[config.mk]
export PLATFORM = sky130hd
export DESIGN_NAME = mem_arbiter_flat
export DESIGN_NICKNAME = d
export VERILOG_FILES = /design/src/rtl/mem_arbiter_if.sv /design/src/rtl/mem_arbiter.sv /design/src/flat_wrapper.sv
export SDC_FILE = /design/constraint.sdc
export NUM_CORES = 1
export LEC_CHECK = 0
export CORE_MARGIN = 5
export CORE_UTILIZATION = 35
export DETAILED_ROUTE_END_ITERATION = 10
export PLACE_DENSITY = 0.57
export SYNTH_ARGS = -nofsm -noshare
export SYNTH_HDL_FRONTEND = slang
export SYNTH_SLANG_ARGS = --single-unit
[constraint.sdc]
create_clock -name clk -period 9.4 [get_ports clk]
set_clock_uncertainty 0.1 [all_clocks]
set_input_delay 2.35 -clock clk [delete_from_list [all_inputs] [get_ports clk]]
set_output_delay 2.35 -clock clk [all_outputs]
set_load 0.005 [all_outputs]
[src/rtl/mem_arbiter_if.sv]
// Requester ports of IF and LSU plus the byte-wide RAM bus.
// The arbiter takes the slave side; the core/RAM side takes master.
interface mem_arbiter_if;
    logic        flush;
    logic        if_req;
    logic [31:0] if_addr;
    logic [31:0] if_data;
    logic        if_done;
    logic        ls_req;
    logic        ls_we;
    logic [31:0] ls_addr;
    logic [2:0]  ls_size;
    logic [31:0] ls_wdata;
    logic [31:0] ls_rdata;
    logic        ls_done;
    logic [31:0] mem_a;
    logic [7:0]  mem_dout;
    logic        mem_wr;
    logic [7:0]  mem_din;

    modport master (
        output flush, if_req, if_addr,
        output ls_req, ls_we, ls_addr, ls_size, ls_wdata,
        output mem_din,
        input  if_data, if_done, ls_rdata, ls_done,
        input  mem_a, mem_dout, mem_wr
    );

    modport slave (
        input  flush, if_req, if_addr,
        input  ls_req, ls_we, ls_addr, ls_size, ls_wdata,
        input  mem_din,
        output if_data, if_done, ls_rdata, ls_done,
        output mem_a, mem_dout, mem_wr
    );
endinterface

[src/rtl/mem_arbiter.sv]
// Byte-serial IF/LSU arbiter for the shared 8-bit RAM port.
// Define MEM_ARB_RR_EN for round-robin contention; otherwise LSU wins.
module mem_arbiter (
    input  logic          clk,
    input  logic          rst,
    input  logic          rdy,
    mem_arbiter_if.slave  bus
);
    typedef enum logic [1:0] {IDLE, READ, WRITE, FIN} state_t;

    state_t      state, state_n;
    logic        own_if, own_if_n;
    logic [2:0]  num, num_n;
    logic [2:0]  iss, iss_n;
    logic [2:0]  cap, cap_n;
    logic [31:0] base, base_n;
    logic [31:0] wdat, wdat_n;
    logic [31:0] word, word_n;
    logic        abus, abus_n;
    logic        dvld, dvld_n;
    logic [31:0] mem_a_r, mem_a_n;
    logic [7:0]  mem_dout_r, mem_dout_n;
    logic        mem_wr_r, mem_wr_n;
    logic [31:0] if_data_r, if_data_n;
    logic [31:0] ls_rdata_r, ls_rdata_n;
    logic        if_done_r, if_done_n;
    logic        ls_done_r, ls_done_n;
    logic        if_ok;
    logic        pick_ls;

    function automatic logic [2:0] norm_size(input logic [2:0] s);
        if (s == 3'd0)
            return 3'd1;
        else if (s > 3'd4)
            return 3'd4;
        return s;
    endfunction

    assign if_ok = bus.if_req & ~bus.flush;

`ifdef MEM_ARB_RR_EN
    logic last_if;

    always_ff @(posedge clk or posedge rst) begin
        if (rst)
            last_if <= 1'b1;
        else if (rdy && state == IDLE && (if_ok || bus.ls_req))
            last_if <= ~pick_ls;
    end

    assign pick_ls = bus.ls_req & (~if_ok | last_if);
`else
    assign pick_ls = bus.ls_req;
`endif

    // abus: a read address is on mem_a; dvld: its byte is on mem_din.
    always_comb begin
        state_n    = state;
        own_if_n   = own_if;
        num_n      = num;
        iss_n      = iss;
        cap_n      = cap;
        base_n     = base;
        wdat_n     = wdat;
        word_n     = word;
        abus_n     = 1'b0;
        dvld_n     = abus;
        mem_a_n    = mem_a_r;
        mem_dout_n = mem_dout_r;
        mem_wr_n   = 1'b0;
        if_data_n  = if_data_r;
        ls_rdata_n = ls_rdata_r;
        if_done_n  = 1'b0;
        ls_done_n  = 1'b0;
        unique case (state)
            IDLE: begin
                mem_a_n = 32'h0;
                if (if_ok || bus.ls_req) begin
                    own_if_n = ~pick_ls;
                    base_n   = pick_ls ? bus.ls_addr : bus.if_addr;
                    num_n    = pick_ls ? norm_size(bus.ls_size) : 3'd4;
                    wdat_n   = bus.ls_wdata;
                    word_n   = 32'h0;
                    iss_n    = 3'd1;
                    cap_n    = 3'd0;
                    mem_a_n  = base_n;
                    if (pick_ls && bus.ls_we) begin
                        state_n    = WRITE;
                        mem_wr_n   = 1'b1;
                        mem_dout_n = bus.ls_wdata[7:0];
                    end else begin
                        state_n = READ;
                        abus_n  = 1'b1;
                    end
                end
            end
            READ: begin
                if (iss < num) begin
                    mem_a_n = base + {30'd0, iss[1:0]};
                    iss_n   = iss + 3'd1;
                    abus_n  = 1'b1;
                end
                if (dvld) begin
                    word_n[{cap[1:0], 3'b000} +: 8] = bus.mem_din;
                    cap_n = cap + 3'd1;
                    if (cap_n == num) begin
                        state_n = FIN;
                        mem_a_n = 32'h0;
                        if (own_if) begin
                            if_done_n = 1'b1;
                            if_data_n = word_n;
                        end else begin
                            ls_done_n  = 1'b1;
                            ls_rdata_n = word_n;
                        end
                    end
                end
                if (own_if && bus.flush) begin
                    state_n   = IDLE;
                    mem_a_n   = 32'h0;
                    abus_n    = 1'b0;
                    dvld_n    = 1'b0;
                    if_done_n = 1'b0;
                    if_data_n = if_data_r;
                end
            end
            WRITE: begin
                if (iss < num) begin
                    mem_a_n    = base + {30'd0, iss[1:0]};
                    mem_dout_n = wdat[{iss[1:0], 3'b000} +: 8];
                    mem_wr_n   = 1'b1;
                    iss_n      = iss + 3'd1;
                end else begin
                    state_n   = FIN;
                    mem_a_n   = 32'h0;
                    ls_done_n = 1'b1;
                end
            end
            FIN: begin
                state_n = IDLE;
                mem_a_n = 32'h0;
            end
            default: state_n = IDLE;
        endcase
    end

    always_ff @(posedge clk or posedge rst) begin
        if (rst) begin
            state      <= IDLE;
            own_if     <= 1'b0;
            num        <= 3'd0;
            iss        <= 3'd0;
            cap        <= 3'd0;
            base       <= 32'h0;
            wdat       <= 32'h0;
            word       <= 32'h0;
            abus       <= 1'b0;
            dvld       <= 1'b0;
            mem_a_r    <= 32'h0;
            mem_dout_r <= 8'h0;
            mem_wr_r   <= 1'b0;
            if_data_r  <= 32'h0;
            ls_rdata_r <= 32'h0;
            if_done_r  <= 1'b0;
            ls_done_r  <= 1'b0;
        end else if (rdy) begin
            state      <= state_n;
            own_if     <= own_if_n;
            num        <= num_n;
            iss        <= iss_n;
            cap        <= cap_n;
            base       <= base_n;
            wdat       <= wdat_n;
            word       <= word_n;
            abus       <= abus_n;
            dvld       <= dvld_n;
            mem_a_r    <= mem_a_n;
            mem_dout_r <= mem_dout_n;
            mem_wr_r   <= mem_wr_n;
            if_data_r  <= if_data_n;
            ls_rdata_r <= ls_rdata_n;
            if_done_r  <= if_done_n;
            ls_done_r  <= ls_done_n;
        end
    end

    // A flush arriving in the FIN cycle still kills the fetch completion.
    assign bus.if_done  = if_done_r & ~bus.flush;
    assign bus.if_data  = if_data_r;
    assign bus.ls_done  = ls_done_r;
    assign bus.ls_rdata = ls_rdata_r;
    assign bus.mem_a    = mem_a_r;
    assign bus.mem_dout = mem_dout_r;
    assign bus.mem_wr   = mem_wr_r;
endmodule
[src/flat_wrapper.sv]
// flat-port wrapper written by rule: the top's interface ports become plain ports
module mem_arbiter_flat 
  (clk, rst, rdy, bus_flush, bus_if_req, bus_if_addr, bus_ls_req, bus_ls_we, bus_ls_addr, bus_ls_size, bus_ls_wdata, bus_mem_din, bus_if_data, bus_if_done, bus_ls_rdata, bus_ls_done, bus_mem_a, bus_mem_dout, bus_mem_wr);
  mem_arbiter_if bus_i ();
  input  logic clk;
  input  logic rst;
  input  logic rdy;
  input wire logic [$bits(bus_i.flush)-1:0] bus_flush;
  input wire logic [$bits(bus_i.if_req)-1:0] bus_if_req;
  input wire logic [$bits(bus_i.if_addr)-1:0] bus_if_addr;
  input wire logic [$bits(bus_i.ls_req)-1:0] bus_ls_req;
  input wire logic [$bits(bus_i.ls_we)-1:0] bus_ls_we;
  input wire logic [$bits(bus_i.ls_addr)-1:0] bus_ls_addr;
  input wire logic [$bits(bus_i.ls_size)-1:0] bus_ls_size;
  input wire logic [$bits(bus_i.ls_wdata)-1:0] bus_ls_wdata;
  input wire logic [$bits(bus_i.mem_din)-1:0] bus_mem_din;
  output wire logic [$bits(bus_i.if_data)-1:0] bus_if_data;
  output wire logic [$bits(bus_i.if_done)-1:0] bus_if_done;
  output wire logic [$bits(bus_i.ls_rdata)-1:0] bus_ls_rdata;
  output wire logic [$bits(bus_i.ls_done)-1:0] bus_ls_done;
  output wire logic [$bits(bus_i.mem_a)-1:0] bus_mem_a;
  output wire logic [$bits(bus_i.mem_dout)-1:0] bus_mem_dout;
  output wire logic [$bits(bus_i.mem_wr)-1:0] bus_mem_wr;
  assign bus_i.flush = bus_flush;
  assign bus_i.if_req = bus_if_req;
  assign bus_i.if_addr = bus_if_addr;
  assign bus_i.ls_req = bus_ls_req;
  assign bus_i.ls_we = bus_ls_we;
  assign bus_i.ls_addr = bus_ls_addr;
  assign bus_i.ls_size = bus_ls_size;
  assign bus_i.ls_wdata = bus_ls_wdata;
  assign bus_i.mem_din = bus_mem_din;
  assign bus_if_data = bus_i.if_data;
  assign bus_if_done = bus_i.if_done;
  assign bus_ls_rdata = bus_i.ls_rdata;
  assign bus_ls_done = bus_i.ls_done;
  assign bus_mem_a = bus_i.mem_a;
  assign bus_mem_dout = bus_i.mem_dout;
  assign bus_mem_wr = bus_i.mem_wr;
  mem_arbiter u_core (.clk(clk), .rst(rst), .rdy(rdy), .bus(bus_i));
endmodule
==> results.ini, run 1 <==
[outcome]
status = finished clean

[worst_setup_path]
path_class = input pin to output pin
worstSetupStartpointType = input pin
end_kind = output pin
crit_start = bus_flush
reg2reg_depth = 7
reg2reg_from = u_core.cap[0]
path_max_fanout = 5
r2r_end = u_core.bus.ls_rdata[27]
cp.arrival_ns = 3.53
rrSetupSlack_ns = 6.27
cp.required_ns = 6.95

[clock_network]
htree_levels = 1
cts-root-buf = clkbuf_16
cts_buffers = 25
postCtsHoldBufs = 0
clkLatencyLatePin_ns = 0.52
cts_tree = yes
ctsResizeCount = 0
cts_sinks = 217
post-cts-setup-buffer-count = 0
clk_pin_slew_ns = 0.06
cts_buffer_depth = 3

[synthesis]
synth_top_flop_cell = dfrtp_1
ys_types = 73
async_flop_share_pct = 100
synth_seq_area_share_pct = 50.6
synth_fp_nets = 1141
synth-edff-count = 0
ys_warn_count = 0
netlist_area_um2 = 10700
syn_avg_cell_area_um2 = 10.6
syn_inst = 1012
yosys_register_bits = 217

[cells_and_area]
drive_gt1_share_pct = 13.2
final_common_cell = clkdlybuf4s50_1
area_growth_pct = 30.6
finalNetCount = 1339
fill_cells = 2929
final_cell_mix = 219 x clkdlybuf4s50_1, 217 x dfrtp_1, 211 x nand2_1

[grt]
gr-total-overflow = 0
grt_pass1_wl_mm = 45.3
grt_max_degree = 143
antenna_found_initial = 4
grtUsageTotal_pct = 16.2
grt_pass1_vias = 8152

[route]
ant_nets = 0
wl_per_cell_um = 17.4
drc = 0
dr.pass1.iters = 4
drt-initial-drc-count = 400
viasPerCell = 4.96
routed_wl_mm = 28.3
vias = 8043

[floorplanning]
die_h_um = 185
initial_utilization_pct = 35.3
die_area_um2 = 34300
rows = 64
core_um2 = 30400
die_w_um = 185
ioPinCount = 221

[power]
power-per-cell-area_nw_per_um2 = 252
p_leak_nw = 6.32
irDropWorstVdd_mv = 0.157

[hold_path]
min_path_type = flip-flop to flip-flop
hold_end = u_core.wdat[21]
hold-path-cell-count = 2
hp-start = u_core.wdat[21]

[timing]
fmax_mhz = 167
setup_viol = 0
relSlewSlack_pct = 25.3
fin_tns_setup_ns = 0
period_needed_ns = 5.98
tightest_slew_ns = 1.12
timing.hold.ws_ns = 0.369
finalCritPeriodShare_pct = 63.6
grt_setup_unrepaired = no
final-max-slew-violation-count = 0
hold_viol = 0

[placed_design]
port-buffer-count = 220
gp_congestion = 0.759
dp_hpwl_mm = 19.6

[run]
maxCapViolCount = 0

critical path: stages:
cell and delay [ns]:
clkdlybuf4s50_1 0.51, nor2_1 0.16, clkdlybuf4s50_1 0.51
synth_stat cells (15+ instances only):
master / number / area share (%)
a22o_1: 36 / 2.9
clkbuf_1: 28 / 0.98
dfrtp_1: 217 / 51
inv_1: 50 / 1.7
mux2_1: 31 / 3.3
mux2_2: 46 / 4.8
mux2i_1: 30 / 2.8
nand2_1: 211 / 7.4
nand2_2: 15 / 0.87
nor2_1: 34 / 1.2
o21ai_0: 69 / 3.2
xor2_1: 20 / 1.6
registers in the layout, summed over array words and instances (netlist names):
| name | flops |
|---|---|
| u_core.abus | 1 |
| u_core.base | 32 |
| u_core.bus.if_data | 32 |
| u_core.bus.ls_done | 1 |
| u_core.bus.ls_rdata | 32 |
| u_core.bus.mem_a | 32 |
| u_core.bus.mem_dout | 8 |
| u_core.bus.mem_wr | 1 |
| u_core.cap | 3 |
| u_core.dvld | 1 |
| u_core.if_done_r | 1 |
| u_core.iss | 3 |
| u_core.num | 3 |
| u_core.own_if | 1 |
| u_core.state | 2 |
| u_core.wdat | 32 |
| u_core.word | 32 |
worst max-delay path by stage:
stage                        to  slack (ns)  cells past startpoint
floorplan           u_core.abus        1.01                      1
global route        bus_if_done        3.37                      3
global placement    bus_if_done        3.43                      3
detailed placement  bus_if_done        3.41                      3
finish              bus_if_done        3.42                      3
CTS                 bus_if_done        3.41                      3
routing by layer:
layer | vias up | GRT usage, % | part of all wire, %
li1 | 3908 | - | -
met1 | 3912 | 22.1 | 46
met2 | 185 | 26.6 | 47
met3 | 32 | 4.38 | 6.2
met4 | 6 | 2.55 | 1.4
met5 | - | 0 | 0.14
power by group:
part           total [mW]  switching [mW]  internal [mW]  leakage (nW)
Clock               0.934           0.380          0.555         0.379
Combinational        1.19           0.628          0.563          3.06
Sequential           1.40           0.229           1.18          2.88
logic make-up (layout without fill, tap and decap cells):
family / Yosys count / in the layout / synth area share [%]
AND/OR/NAND/NOR: 330 / 330 / 14.3
buffers and inverters: 107 / 321 / 4.47
adder cells (fa/ha/maj): 15 / 15 / 1.82
other: 0 / 1 / 0
AO/OA/AOI/OAI: 197 / 197 / 13.6
flip-flops: 217 / 217 / 50.6
multiplexers: 115 / 115 / 12.6
XOR/XNOR: 31 / 31 / 2.66
per-stage QoR:
step,std cells,util (%),cell area [um^2],worst slack [ns],power [mW]
2_1_floorplan,1012,-,10700,1.01,2.17
3_3_place_gp,1579,43.5,13200,3.43,2.60
3_5_place_dp,1579,43.5,13200,3.41,2.63
4_1_cts,1622,46.1,14000,3.41,3.59
5_1_grt,1622,46.1,14000,3.37,3.77
6_report,1623,46.1,14000,3.42,3.53
final cells by class:
class | instances | area (um^2) | share of cell area (%)
Antenna cell | 1 | 2.50 | 0.0179
Clock buffer | 37 | 721 | 5.14
Clock inverter | 6 | 63.8 | 0.455
Inverter | 50 | 195 | 1.39
Multi-Input combinational cell | 688 | 4850 | 34.6
Sequential cell | 217 | 5430 | 38.7
Tap cell | 396 | 495 | 3.53
Timing Repair Buffer | 228 | 2260 | 16.1
Note: power is estimated with default switching activity, not from simulation.
==> inputs of run 2 (changes only) <==
==> constraint.sdc (replaced) <==
create_clock -name clk -period 5.8 [get_ports clk]
set_clock_uncertainty 0.1 [all_clocks]
set_input_delay 1.45 -clock clk [delete_from_list [all_inputs] [get_ports clk]]
set_output_delay 1.45 -clock clk [all_outputs]
set_load 0.005 [all_outputs]
==> run 2 against run 1 <==
  * Combinational power rose by 64%
  * Setup slack got worse by 1.8 ns
  * Power rose by 66%
  * First-iteration DRC count increased by 0.50%
  * Wire length increased by 0.57%
  * Via count increased by 0.20%
  * Critical path type unchanged
  * Critical endpoint unchanged
==> results.ini, run 2 (same netlist as run 1, synthesis figures left out) <==
[worst_setup_path]
max_stage_delay_ns = 0.51
slowest_stage = clkdlybuf4s50_1
end_kind = output pin
cp.arrival_ns = 2.61
worstSetupStartpointType = input pin
path_class = input pin to output pin
path_common_cell = clkdlybuf4s50_1
worstPathCellList = clkdlybuf4s50_1 > nor2_1 > clkdlybuf4s50_1
cp.required_ns = 4.25
path_max_fanout = 5

[power]
p_clk_share_pct = 27.9
pwr-share-seq_pct = 38.9
internal-power_mw = 3.84
p_sw_share_pct = 34.5
p_sw_mw = 2.02
irDropWorstVdd_mv = 0.232
power-per-cell-area_nw_per_um2 = 415
p_leak_nw = 6.37
p_comb_share_pct = 33.2

[route]
dr.pass1.iters = 5
drt-initial-drc-count = 402
vias = 8059
wl_per_cell_um = 17.5
ant_nets = 0
viasPerCell = 4.95
drc = 0
routed_wl_mm = 28.5

[cells_and_area]
final_cells = 1627
final_common_cell = clkdlybuf4s50_1
area_growth_pct = 31.5
drive_gt1_share_pct = 13.4
fill_cells = 2934
finalNetCount = 1341
final_cell_mix = 219 x clkdlybuf4s50_1, 217 x dfrtp_1, 211 x nand2_1
regArea_um2 = 5430
multi_input_area_um2 = 4850

[grt]
grt_pass1_wl_mm = 46.1
grtUsageTotal_pct = 16.6
gr-total-overflow = 0
grt_pass1_vias = 8315
grt_max_degree = 105
antenna_found_initial = 2

[clock_network]
cts_buffer_depth = 3
cts_sinks = 217
postCtsHoldBufs = 0
htree_levels = 1
cts_tree = yes
cts-root-buf = clkbuf_16
ctsResizeCount = 0
clkLatencyLatePin_ns = 0.51
clk_pin_slew_ns = 0.06
cts_buffers = 24
post-cts-setup-buffer-count = 0

[floorplanning]
initial_utilization_pct = 35.3
core_um2 = 30400
die_area_um2 = 34300
die_h_um = 185
rows = 64
die_w_um = 185
ioPinCount = 221

[timing]
final-max-slew-violation-count = 0
grt_setup_unrepaired = no
period_needed_ns = 4.16
fin_tns_setup_ns = 0
tightest_slew_ns = 0.980
fmax_mhz = 240
finalCritPeriodShare_pct = 71.7
hold_viol = 0
relSlewSlack_pct = 34.5
setup_viol = 0

[placed_design]
port-buffer-count = 220
gp_congestion = 0.787
place_inst = 1582
dp_hpwl_mm = 20.1

[run]
maxCapViolCount = 0

[hold_path]
min_path_type = flip-flop to flip-flop

[outcome]
status = finished clean

[run 2: cell count changes in the layout (fill, tap and decap cells not counted)]
cell	delta
nor4bb_1	+1
inv_6	-1
clkbuf_8	-1
buf_12	+1
clkinvlp_4	-1
clkinv_4	+1
clkinv_2	+1
buf_4	+2
inv_8	-1
bufinv_16	+3
nor4bb_2	-1
[run 2: path summary, 6_finish.rpt]
path | startpoint | to | slack, ns | cells past startpoint
worst max-delay path | bus_flush | bus_if_done | 1.64 | 3
worst min register to register | u_core.wdat[21] | u_core.wdat[21] | 0.37 | 2
worst min-delay path | u_core.wdat[21] | u_core.wdat[21] | 0.37 | 2
worst max register to register | u_core.cap[0] | u_core.bus.ls_rdata[27] | 2.68 | 7
max in group asynchronous | rst | u_core.bus.ls_rdata[4] | 3.33 | 3
min in group asynchronous | rst | u_core.bus.ls_rdata[13] | 1.27 | 2
[run 2: per-stage QoR]
step	utilization, %	hold WS (ns)	instance area, um^2	total power, mW	worst slack, ns
6_report	46.4	0.370	14100	5.85	1.64
2_1_floorplan	-	0.340	10700	3.52	1.42
4_1_cts	46.4	0.375	14100	5.94	1.61
3_3_place_gp	43.6	0.353	13300	4.24	1.47
5_1_grt	46.4	0.393	14100	6.26	1.61
3_5_place_dp	43.6	0.358	13300	4.27	1.43
[run 2: layer usage]
metal | global-route usage, % | vias up | share of wire (%)
met4 | 2.85 | 2 | 1.6
met5 | 0 | - | 0.046
met3 | 4.01 | 32 | 6.2
li1 | - | 3911 | -
met1 | 23.1 | 3917 | 46
met2 | 26.9 | 197 | 47
[run 2: layout make-up]
type	count	area share, %
clock inverters	8	1.02
well taps	396	3.51
repair buffers	231	16.2
inverters	50	1.36
clock buffers	36	5.01
multi-input cells	688	34.3
flip-flops and latches	217	38.5
diodes	1	0.0177
[run 2: power by group through the flow]
| stage | Combinational, mW | Sequential, mW | Clock (mW) |
|---|---|---|---|
| 6_report | 1.95 | 2.27 | 1.63 |
| 5_1_grt | 2.18 | 2.34 | 1.74 |
| 4_1_cts | 1.98 | 2.28 | 1.68 |
| 3_5_place_dp | 1.97 | 2.29 | 0 |
| 3_3_place_gp | 1.94 | 2.29 | 0 |
| 2_1_floorplan | 1.34 | 2.18 | 0 |
[run 2: worst max-delay path: cells and delay by family]
family / cells / cell delay [ns]
buf+inv: 2 / 1.02
simple gates: 1 / 0.14
==> inputs of run 3 (changes only) <==
--- a/config.mk
+++ b/config.mk
@@ -8,7 +8,7 @@
 export CORE_MARGIN = 5
 export CORE_UTILIZATION = 35
 export DETAILED_ROUTE_END_ITERATION = 10
-export PLACE_DENSITY = 0.57
+export PLACE_DENSITY = 0.59
 export SYNTH_ARGS = -nofsm -noshare
 export SYNTH_HDL_FRONTEND = slang
 export SYNTH_SLANG_ARGS = --single-unit
==> constraint.sdc (replaced) <==
create_clock -name clk -period 3.53 [get_ports clk]
set_clock_uncertainty 0.1 [all_clocks]
set_input_delay 0.8825 -clock clk [delete_from_list [all_inputs] [get_ports clk]]
set_output_delay 0.8825 -clock clk [all_outputs]
set_load 0.005 [all_outputs]
==> run 3 against run 2 <==
  * Clock power rose by 54%
  * Setup slack got worse by 1.3 ns
  * Non-clock buffer count rose by 19
  * Largest power group unchanged
  * Highest routed layer unchanged
==> results.ini, run 3 (same netlist as run 1, synthesis figures left out) <==
[outcome]
status = finished clean

[run]
maxCapViolCount = 0

[floorplanning]
die_w_um = 185
die_area_um2 = 34300
ioPinCount = 221
core_um2 = 30400
rows = 64
die_h_um = 185
initial_utilization_pct = 35.3

[worst_setup_path]
end_kind = flip-flop
cpLargestDelayFamily = compound AO/OA/AOI/OAI gates
cp.arrival_ns = 3.39
path_class = flip-flop to flip-flop
cp.required_ns = 3.77
worst-path-buf-inv = 1
worstPathCellList = inv_1 > ha_1 > xnor2_1 > and4_4 > nor2_2 > o211ai_4 > o21ai_0
slowest_stage = o211ai_4
max_stage_delay_ns = 0.92
worstSetupStartpointType = flip-flop
path_max_fanout = 27

[cells_and_area]
final_common_cell = clkdlybuf4s50_1
fin_area_um2 = 14300
finalNetCount = 1360
antenna_cells = 0
final_cells = 1642
area_growth_pct = 33.3
final_util_pct = 47.0
final_cell_mix = 219 x clkdlybuf4s50_1, 217 x dfrtp_1, 211 x nand2_1
fill_cells = 2877
drive_gt1_share_pct = 14.5

[placed_design]
pre_cts_ws_ns = 0.302
placed_cell_area_um2 = 13500
place_inst = 1601
port-buffer-count = 220
dp_hpwl_mm = 20.8
gp_congestion = 0.787

[timing]
fmax_mhz = 318
tightest_slew_ns = 1.20
setup_slack_ns = 0.386
grt_setup_unrepaired = no
relSlewSlack_pct = 19.8
final-max-slew-violation-count = 0
finalCritPeriodShare_pct = 89.1
hold_viol = 0
timing.hold.ws_ns = 0.369
setup_viol = 0
fin_tns_setup_ns = 0
period_needed_ns = 3.14

[clock_network]
cts-root-buf = clkbuf_16
ctsResizeCount = 0
cts_buffers = 24
cts_tree = yes
postCtsHoldBufs = 0
clkLatencyLatePin_ns = 0.52
cts_sinks = 217
clk_pin_slew_ns = 0.06
post-cts-setup-buffer-count = 0
cts_buffer_depth = 3
htree_levels = 1

[power]
p_sw_share_pct = 34.6
p_sw_mw = 3.30
power_mw = 9.52
p_clk_share_pct = 26.3
power-per-cell-area_nw_per_um2 = 666
internal-power_mw = 6.22
pwr-share-seq_pct = 38.7
p_leak_nw = 6.48
irDropWorstVdd_mv = 0.338
p_comb_share_pct = 35.0

[grt]
grt_pass1_wl_mm = 46.9
grt_pass1_vias = 8536
antenna_found_initial = 2
grt_max_degree = 46
grtUsageTotal_pct = 16.9
gr-total-overflow = 0

[route]
drt-initial-drc-count = 339
dr.pass1.iters = 5
ant_nets = 0
wl_per_cell_um = 17.4
vias = 8119
routed_wl_mm = 28.6
drc = 0
viasPerCell = 4.94

[hold_path]
min_path_type = flip-flop to flip-flop

[run 3: changes by cell type in the layout (fill, tap and decap cells not counted), sizes merged]
cell and change:
buf +19, bufinv -2, clkinv -1, diode -1
[run 3: cell type report]
type,count,area (um^2),share of cell area [%]
tap,396,495,3.46
multi-input combinational,688,4850,33.9
sequential,217,5430,38.0
clock inverter,5,78.8,0.551
timing repair buffer,250,2560,17.9
inverter,50,191,1.34
clock buffer,36,707,4.94
[run 3: worst register-to-register path, cell delays in order, from the launching register on]
cell	delay [ns]
dfrtp_1	0.49
inv_1	0.20
ha_1	0.44
xnor2_1	0.23
and4_4	0.26
nor2_2	0.07
o211ai_4	0.92
o21ai_0	0.25
[run 3: final timing paths]
path	slack (ns)	from	cells after the start	endpoint
setup / recovery	0.39	u_core.cap[0]	7	u_core.bus.mem_a[31]
hold / removal	0.37	u_core.wdat[9]	2	u_core.wdat[9]
setup reg to reg	0.39	u_core.cap[0]	7	u_core.bus.mem_a[31]
hold reg to reg	0.37	u_core.wdat[9]	2	u_core.wdat[9]
max in group asynchronous	1.97	rst	3	u_core.bus.if_data[0]
min in group asynchronous	0.72	rst	2	u_core.bus.if_data[13]
[run 3: layer usage]
layer  GRT usage (%)  routed length (um)  up-vias
li1                -                   -     3932
met1            22.8               12500     3923
met2            27.6               13300      214
met3            4.69                2270       46
met4            3.41                 523        4
met5               0                  27        -
[run 3: power groups by stage]
stage | registers [mW] | clock network (mW) | logic, mW
CTS | 3.69 | 2.60 | 3.40
finish | 3.68 | 2.51 | 3.33
floorplan | 3.58 | 0 | 2.20
global route | 3.79 | 2.69 | 3.74
detailed placement | 3.71 | 0 | 3.39
global placement | 3.70 | 0 | 3.33
